$ cat src/rtl/multi_clock_divider.sv
// rtl/multi_clock_divider.sv - NCH-channel programmable clock divider with glitch-free shadowed reload
// Optional feature: define CLKDIV_SYNC_EN to add the 'sync' phase-alignment input.
module multi_clock_divider #(
    parameter int          NCH         = 2,
    parameter int          W           = 28,
    parameter int          CHW         = 1,
    parameter int unsigned DEFAULT_DIV = 24999999
) (
    input  logic             clk_50MHz,
    input  logic             set_n,
    input  logic             en,
    input  logic             wr_en,
    input  logic [CHW-1:0]   wr_ch,
    input  logic [W-1:0]     wr_div,
    input  logic             wr_mode,
`ifdef CLKDIV_SYNC_EN
    input  logic             sync,
`endif
    output logic [NCH-1:0]   clk_out,
    output logic [NCH-1:0]   tick,
    output logic [NCH-1:0]   load_pend,
    output logic             wr_err
);

    localparam logic [W-1:0] DEF_DIV = W'(DEFAULT_DIV);
    localparam logic [CHW:0] NCH_L   = (CHW+1)'(NCH);

    // Per-channel counting state and shadow (pending) settings
    logic [W-1:0]   cnt    [NCH];
    logic [W-1:0]   div    [NCH];
    logic [W-1:0]   sh_div [NCH];
    logic [NCH-1:0] mode;
    logic [NCH-1:0] sh_mode;
    logic [NCH-1:0] pend;
    logic [NCH-1:0] clk_r;
    logic [NCH-1:0] tick_r;
    logic           wr_err_r;

    logic           wr_hit;
    logic [NCH-1:0] sel;
    logic [W-1:0]   new_div  [NCH];
    logic [NCH-1:0] new_mode;

    // Decode the write target; a same-cycle write takes precedence over the shadow on apply
    always_comb begin
        wr_hit   = wr_en && ({1'b0, wr_ch} < NCH_L);
        sel      = '0;
        new_mode = '0;
        for (int i = 0; i < NCH; i++) begin
            sel[i]      = wr_hit && (wr_ch == CHW'(i));
            new_div[i]  = sel[i] ? wr_div : sh_div[i];
            new_mode[i] = sel[i] ? wr_mode : sh_mode[i];
        end
    end

    // Channel counters, reload at terminal count, and write-error pulse
    always_ff @(posedge clk_50MHz) begin
        if (set_n) begin
            for (int i = 0; i < NCH; i++) begin
                cnt[i]    <= '0;
                div[i]    <= DEF_DIV;
                sh_div[i] <= '0;
            end
            mode     <= '0;
            sh_mode  <= '0;
            pend     <= '0;
            clk_r    <= '0;
            tick_r   <= '0;
            wr_err_r <= 1'b0;
        end else begin
            wr_err_r <= wr_en && !wr_hit;
            for (int i = 0; i < NCH; i++) begin
`ifdef CLKDIV_SYNC_EN
                if (sync) begin
                    cnt[i]    <= '0;
                    clk_r[i]  <= 1'b0;
                    tick_r[i] <= 1'b0;
                    if (pend[i]) begin
                        div[i]  <= sh_div[i];
                        mode[i] <= sh_mode[i];
                        pend[i] <= 1'b0;
                    end
                end else
`endif
                if (en && (cnt[i] == div[i])) begin
                    cnt[i]    <= '0;
                    tick_r[i] <= 1'b1;
                    if (pend[i] || sel[i]) begin
                        div[i]   <= new_div[i];
                        mode[i]  <= new_mode[i];
                        pend[i]  <= 1'b0;
                        clk_r[i] <= new_mode[i];
                    end else begin
                        clk_r[i] <= mode[i] ? 1'b1 : ~clk_r[i];
                    end
                end else begin
                    if (en) begin
                        cnt[i] <= cnt[i] + W'(1);
                        if (mode[i]) clk_r[i] <= 1'b0;
                    end
                    tick_r[i] <= 1'b0;
                    if (sel[i]) begin
                        sh_div[i]  <= wr_div;
                        sh_mode[i] <= wr_mode;
                        pend[i]    <= 1'b1;
                    end
                end
            end
        end
    end

    assign clk_out   = clk_r;
    assign tick      = tick_r;
    assign load_pend = pend;
    assign wr_err    = wr_err_r;

endmodule

$ cat config.mk
export PLATFORM = sky130hd
export DESIGN_NAME = multi_clock_divider
export DESIGN_NICKNAME = d
export VERILOG_FILES = /design/src/rtl/multi_clock_divider.sv
export SDC_FILE = /design/constraint.sdc
export NUM_CORES = 1
export LEC_CHECK = 0
export CAP_MARGIN = 10
export CORE_UTILIZATION = 45
export DETAILED_ROUTE_END_ITERATION = 8
export GPL_TIMING_DRIVEN = 0
export SLEW_MARGIN = 10
export SYNTH_ARGS = -nofsm -noshare
export SYNTH_HDL_FRONTEND = slang
export SYNTH_SLANG_ARGS = --single-unit
$ cat constraint.sdc
create_clock -name clk_50MHz -period 4.7 [get_ports clk_50MHz]
set_input_delay 1.175 -clock clk_50MHz [delete_from_list [all_inputs] [get_ports clk_50MHz]]
set_output_delay 1.175 -clock clk_50MHz [all_outputs]
set_load 0.005 [all_outputs]
-- Word-level counts from Yosys, hierarchy flattened
Memories as Yosys holds them, arrays and structs flattened.
Cells that the tools add are included.
- register bits: 10
- bits in writable memories: 168
- input bits: 34
- output and inout bits: 7
- word-level logic and storage cells: 106
- memories kept: 3
- add/subtract/negate cells: 2
- eq/ne operators: 4
- muxes and demuxes: 59
- bitwise gates (word level): 11
- reduce and logical (&&, ||, !) cells: 18
- memory list (name ; depth ; bits a word ; rd ports ; clocked after memory_dff ; write ports ; RTL line ; source):
    cnt ; 2 ; 28 ; 2 ; 0 ; 2 ; 29 ; logic [W-1:0] cnt [NCH];
    div ; 2 ; 28 ; 2 ; 0 ; 2 ; 30 ; logic [W-1:0] div [NCH];
    sh_div ; 2 ; 28 ; 2 ; 0 ; 2 ; 31 ; logic [W-1:0] sh_div [NCH];
- operators with widths (cell ; count):
    $mux 28 ; 10
    $add 28x1->28 const B ; 2
    $eq 28x28->1 ; 2
    $mux 1 ; 49
    $reduce_and 2->1 ; 6
    $reduce_bool 2->1 ; 6
    $or 1x1->1 ; 8
    $logic_and 1x1->1 ; 4
    $ne 2x1->1 const B ; 2
    $not 1->1 ; 3
    $logic_or 1x1->1 ; 2

-- Logic depth before layout (Yosys ltp)
Gate-level depths: netlist of run 1.
- word-level depth: 8
- depth in mapped cells: 7
- mapped depth without buffers: 6

-- Least setup slack after synthesis of run 1
Ideal clock, no wire load.
- path kind: input to register
- from: input wr_ch
- to: memory sh_div[0][0], enable pin
- library setup time: 0.417 ns
- data arrival time: 3.024 ns
- required time: 4.283 ns
- setup slack: 1.259 ns
- cell stages on the path: 4
- path buffers: 2
- cell sequence: nand2b_1 > clkbuf_1 > clkbuf_1 > o21ai_1
- RTL lines (what ; RTL line ; source):
    start: declaration ; 13 ; input logic [CHW-1:0] wr_ch,
    end: declaration ; 31 ;

==> results.tsv, run 1 <==
stage	metric	value	unit
cts	htreeDepth	4	
synthesis	synth_compound_area_share	8.427	%
detailed_routing	viasPerCell	5.775	
setup_path	endpoint_kind	flop	
setup_path	crit_type	in2reg	
sta	slew_headroom	23.50	%
setup_path	path_max_fanout	28	
finish	area_delta_synth_final	14.72	%
sta	finalCriticalPeriod	3753	ps
setup_path	worst-path-buf-inv	4	
cts	ctsRootBufferMaster	clkbuf_16	
die	die_y	145.5	µm
synthesis	synth_top_family_by_area	simple AND/OR/NAND/NOR gates	
cts	cts_tree	done	
die	core.rowCount	52	
global_routing	gr-usage-all-layers	22.66	%
cts	postCtsSetupBuffers	0	
synthesis	yosys.area.top_type	edfxtp_1	
setup_path	critPathTopFamily	buffers and inverters	
cts	clockBufferDepth	2	
sta	max_freq	266.4	MHz
synthesis	synth_fa_ha_area_share	0.2701	%
finish	drive_above_1_share	10.90	%
placement	port_buffers	39	
finish	seq_area	5245	µm²
die	ios	41	
sta	timing.clock.skew	12.16	ps
setup_path	max_stage_delay	870	ps
setup_path	crit_chain	clkdlybuf4s50_1 > inv_1 > clkbuf_1 > buf_1 > nand2_1	
synthesis	syn-num-nets	808	
global_routing	grt_pass1_vias	6306	
sta	layout_setup_ws	946.6	ps
cts	clkSlewWorstSetupHoldPaths	70	ps
detailed_routing	via_count	6433	
power_and_ir_drop	peakVddDrop	0.2506	mV
die	die_x	145.5	µm
die	start_util	45.79	%
finish	nets	867	
global_routing	antenna_found_initial	0	
detailed_routing	drc_errors	0	
finish	n_fill_cell	1771	
global_routing	grt_max_degree	57	
finish	diodes	0	
detailed_routing	ant_nets	0	
synthesis	yosysTopAreaCellShare	54.45	%
run	cap_violations	0	
sta	fin_crit_sh	79.86	%
placement	routabilityCongestion	0.8601	
sta	timing_max_transition_violations_final	0	
synthesis	synthCells	772	
power_and_ir_drop	leakage	3.483	nW
detailed_routing	firstDrtPassIters	5	
sta	timing.hold.ws	466.8	ps
cts	cts_num_sinks	178	
finish	multi_input_area	3739	µm²
global_routing	grt_overflow_total	0	
synthesis	synth-seq-cells	178	
cts	clk-insertion-delay-late	440	ps
run_status	status	finished, final reports clean	
setup_path	cpMaxStageDelayCell	nand2_1	
synthesis	synth_xor_area_share	10.21	%
detailed_routing	first_iter_violations	667	
synthesis	synth_simple_gate_area_share	14.56	%
synthesis	ys_seq_area_share	56.61	%
sta	setup_violations	0	
detailed_routing	routed_wl	23180	µm
setup_path	critPathLaunchType	input pin	
sta	hold_violations	0	
die	core-area	20230	µm²
synthesis	ys_top_cells_by_area	edfxtp_1 (54%), xor2_1 (6.8%), mux2i_1 (6.4%), nand3_1 (3.8%), xnor2_1 (3.4%)	
setup_path	critPathArrivalTime	3660	ps
synthesis	synth_area	9265	µm²
sta	rsz0062_at_grt	no	
placement	post-place-ws	484.1	ps
global_routing	grt_pass1_wl	36450	µm
cts	numCtsBuffers	17	
setup_path	required	4610	ps
synthesis	syn_avg_cell_area	12.00	µm²
power_and_ir_drop	powerDensity	339.4	nW/µm²
synthesis	synthMuxAreaShare	6.617	%
hold_path	holdCritPathClass	reg2reg	
detailed_routing	post_drt_wl_per_cell	20.81	µm
die	dieArea	21170	µm²
synthesis	ys_warn_count	0	
placement	place_hpwl	16920	µm
synthesis	synthDistinctLibCells	48	
sta	tightestPinTransition	1145	ps
cts	cts-resized-gates	0	
cts	cts_hold_buf	0	
-- path summary, 6_finish.rpt --
path / from / end / slack, ps / depth (start not counted)
worst max-delay path: set_n / div[0][49] / 950 / 5
worst min-delay path: sh_mode[1] / sh_mode[1] / 470 / 2
worst max register to register: cnt[1][19] / div[0][49] / 1340 / 5
worst min register to register: sh_mode[1] / sh_mode[1] / 470 / 2
-- layout by cell type (no fill, tap or decap), types with 10 or more instances in the layout --
master / instances
dfxtp_1: 10
nor3_1: 17
clkdlybuf4s50_1: 39
o22ai_1: 28
a211oi_2: 20
xor2_1: 72
inv_1: 14
edfxtp_1: 168
nor2_1: 71
clkbuf_1: 29
o211ai_1: 34
nand3_1: 70
nand4_1: 14
clkbuf_16: 17
buf_2: 14
mux2i_1: 59
nor4_1: 16
xnor2_1: 36
nand2_1: 28
-- stage by stage --
step / power (mW) / setup TNS (ps) / instance area [µm²] / utilization (%) / std cells
3_5_place_dp: 2.215 / 0 / 10040 / 49.63 / 1082
2_1_floorplan: 2.077 / 0 / 9265 / - / 772
4_1_cts: 3.615 / 0 / 10630 / 52.53 / 1114
3_3_place_gp: 2.203 / -21800 / 9993 / 49.39 / 1081
6_report: 3.607 / 0 / 10630 / 52.53 / 1114
5_1_grt: 3.711 / 0 / 10630 / 52.53 / 1114
-- cell families (layout without fill, tap and decap cells) --
| group | Yosys count | in the layout |
|---|---|---|
| simple gates | 259 | 259 |
| other cells | 1 | 1 |
| buf+inv | 67 | 139 |
| xor+xnor | 108 | 108 |
| compound gates | 96 | 96 |
| fa+ha+maj | 2 | 2 |
| mux | 61 | 61 |
| flops | 178 | 178 |
-- synthesized netlist by cell type (all sizes together) --
| cell type | count |
|---|---|
| o211ai | 34 |
| ha | 2 |
| nor2 | 71 |
| nand2b | 3 |
| and2 | 7 |
| o221ai | 1 |
| a21oi | 1 |
| mux2i | 59 |
| nor4 | 21 |
| edfxtp | 168 |
| buf | 24 |
| a31o | 1 |
| a221oi | 1 |
| and4 | 4 |
| mux2 | 2 |
| or3 | 3 |
| nor2b | 3 |
| and3 | 6 |
| nor3 | 19 |
| o2111ai | 1 |
| nor4b | 1 |
| o41a | 1 |
| xnor2 | 36 |
| nand2 | 30 |
| o21ai | 6 |
| or3b | 1 |
| inv | 14 |
| dfxtp | 10 |
| a211oi | 22 |
| or2 | 3 |
| nand4 | 15 |
| xor2 | 72 |
| conb | 1 |
| clkbuf | 29 |
| o22ai | 28 |
| nand3 | 70 |
| nor3b | 2 |
-- state kept, by name, indices dropped and copies added, names as in the netlist --
name and flops:
clk_out 2, cnt 56, div 56, load_pend 2
mode 2, sh_div 56, sh_mode 2, tick 2
-- worst min-delay path: stages (launching register included) --
cell	delay, ps
dfxtp_1	310
nand2_1	50
mux2i_1	60
-- final cells by class --
type / instances / share of cell area (%)
clock inverter: 15 / 1.519
sequential: 178 / 49.35
inverter: 14 / 0.4944
multi-input combinational: 527 / 35.17
tap: 270 / 3.178
buffer: 53 / 2.354
clock buffer: 17 / 4.002
timing repair buffer: 40 / 3.932
-- where the power goes --
| group | total [mW] | switching, mW | leakage (nW) | internal [mW] |
|---|---|---|---|---|
| registers | 1.88 | 0.0609 | 1.76 | 1.82 |
| logic | 0.308 | 0.192 | 1.44 | 0.116 |
| clock network | 1.42 | 0.635 | 0.280 | 0.788 |
| total | 3.61 | 0.888 | 3.48 | 2.72 |
-- per-layer routing --
metal  GRT usage [%]  share of wire (%)
met1           32.95                 47
met2           35.10                 46
met3           3.292                5.2
met4           6.947                1.6
met5               0                  0
(Power assumes the default switching activity.)
==> run 2: changes to the inputs <==
clock period = 3.9 ns   (was 4.7 ns; I/O delays follow)
==> results of run 2 <==
The final DEF is identical to that of run 1. Status: finished, final reports clean.
Among the figures that moved: setup slack after placement 484.1 ps -> -115.9 ps; setup slack after layout 946.6 ps -> 346.6 ps; register-to-register setup slack 1340 ps -> 540 ps; total power 3.607 mW -> 4.347 mW; worst IR drop on VDD 0.2506 mV -> 0.3020 mV
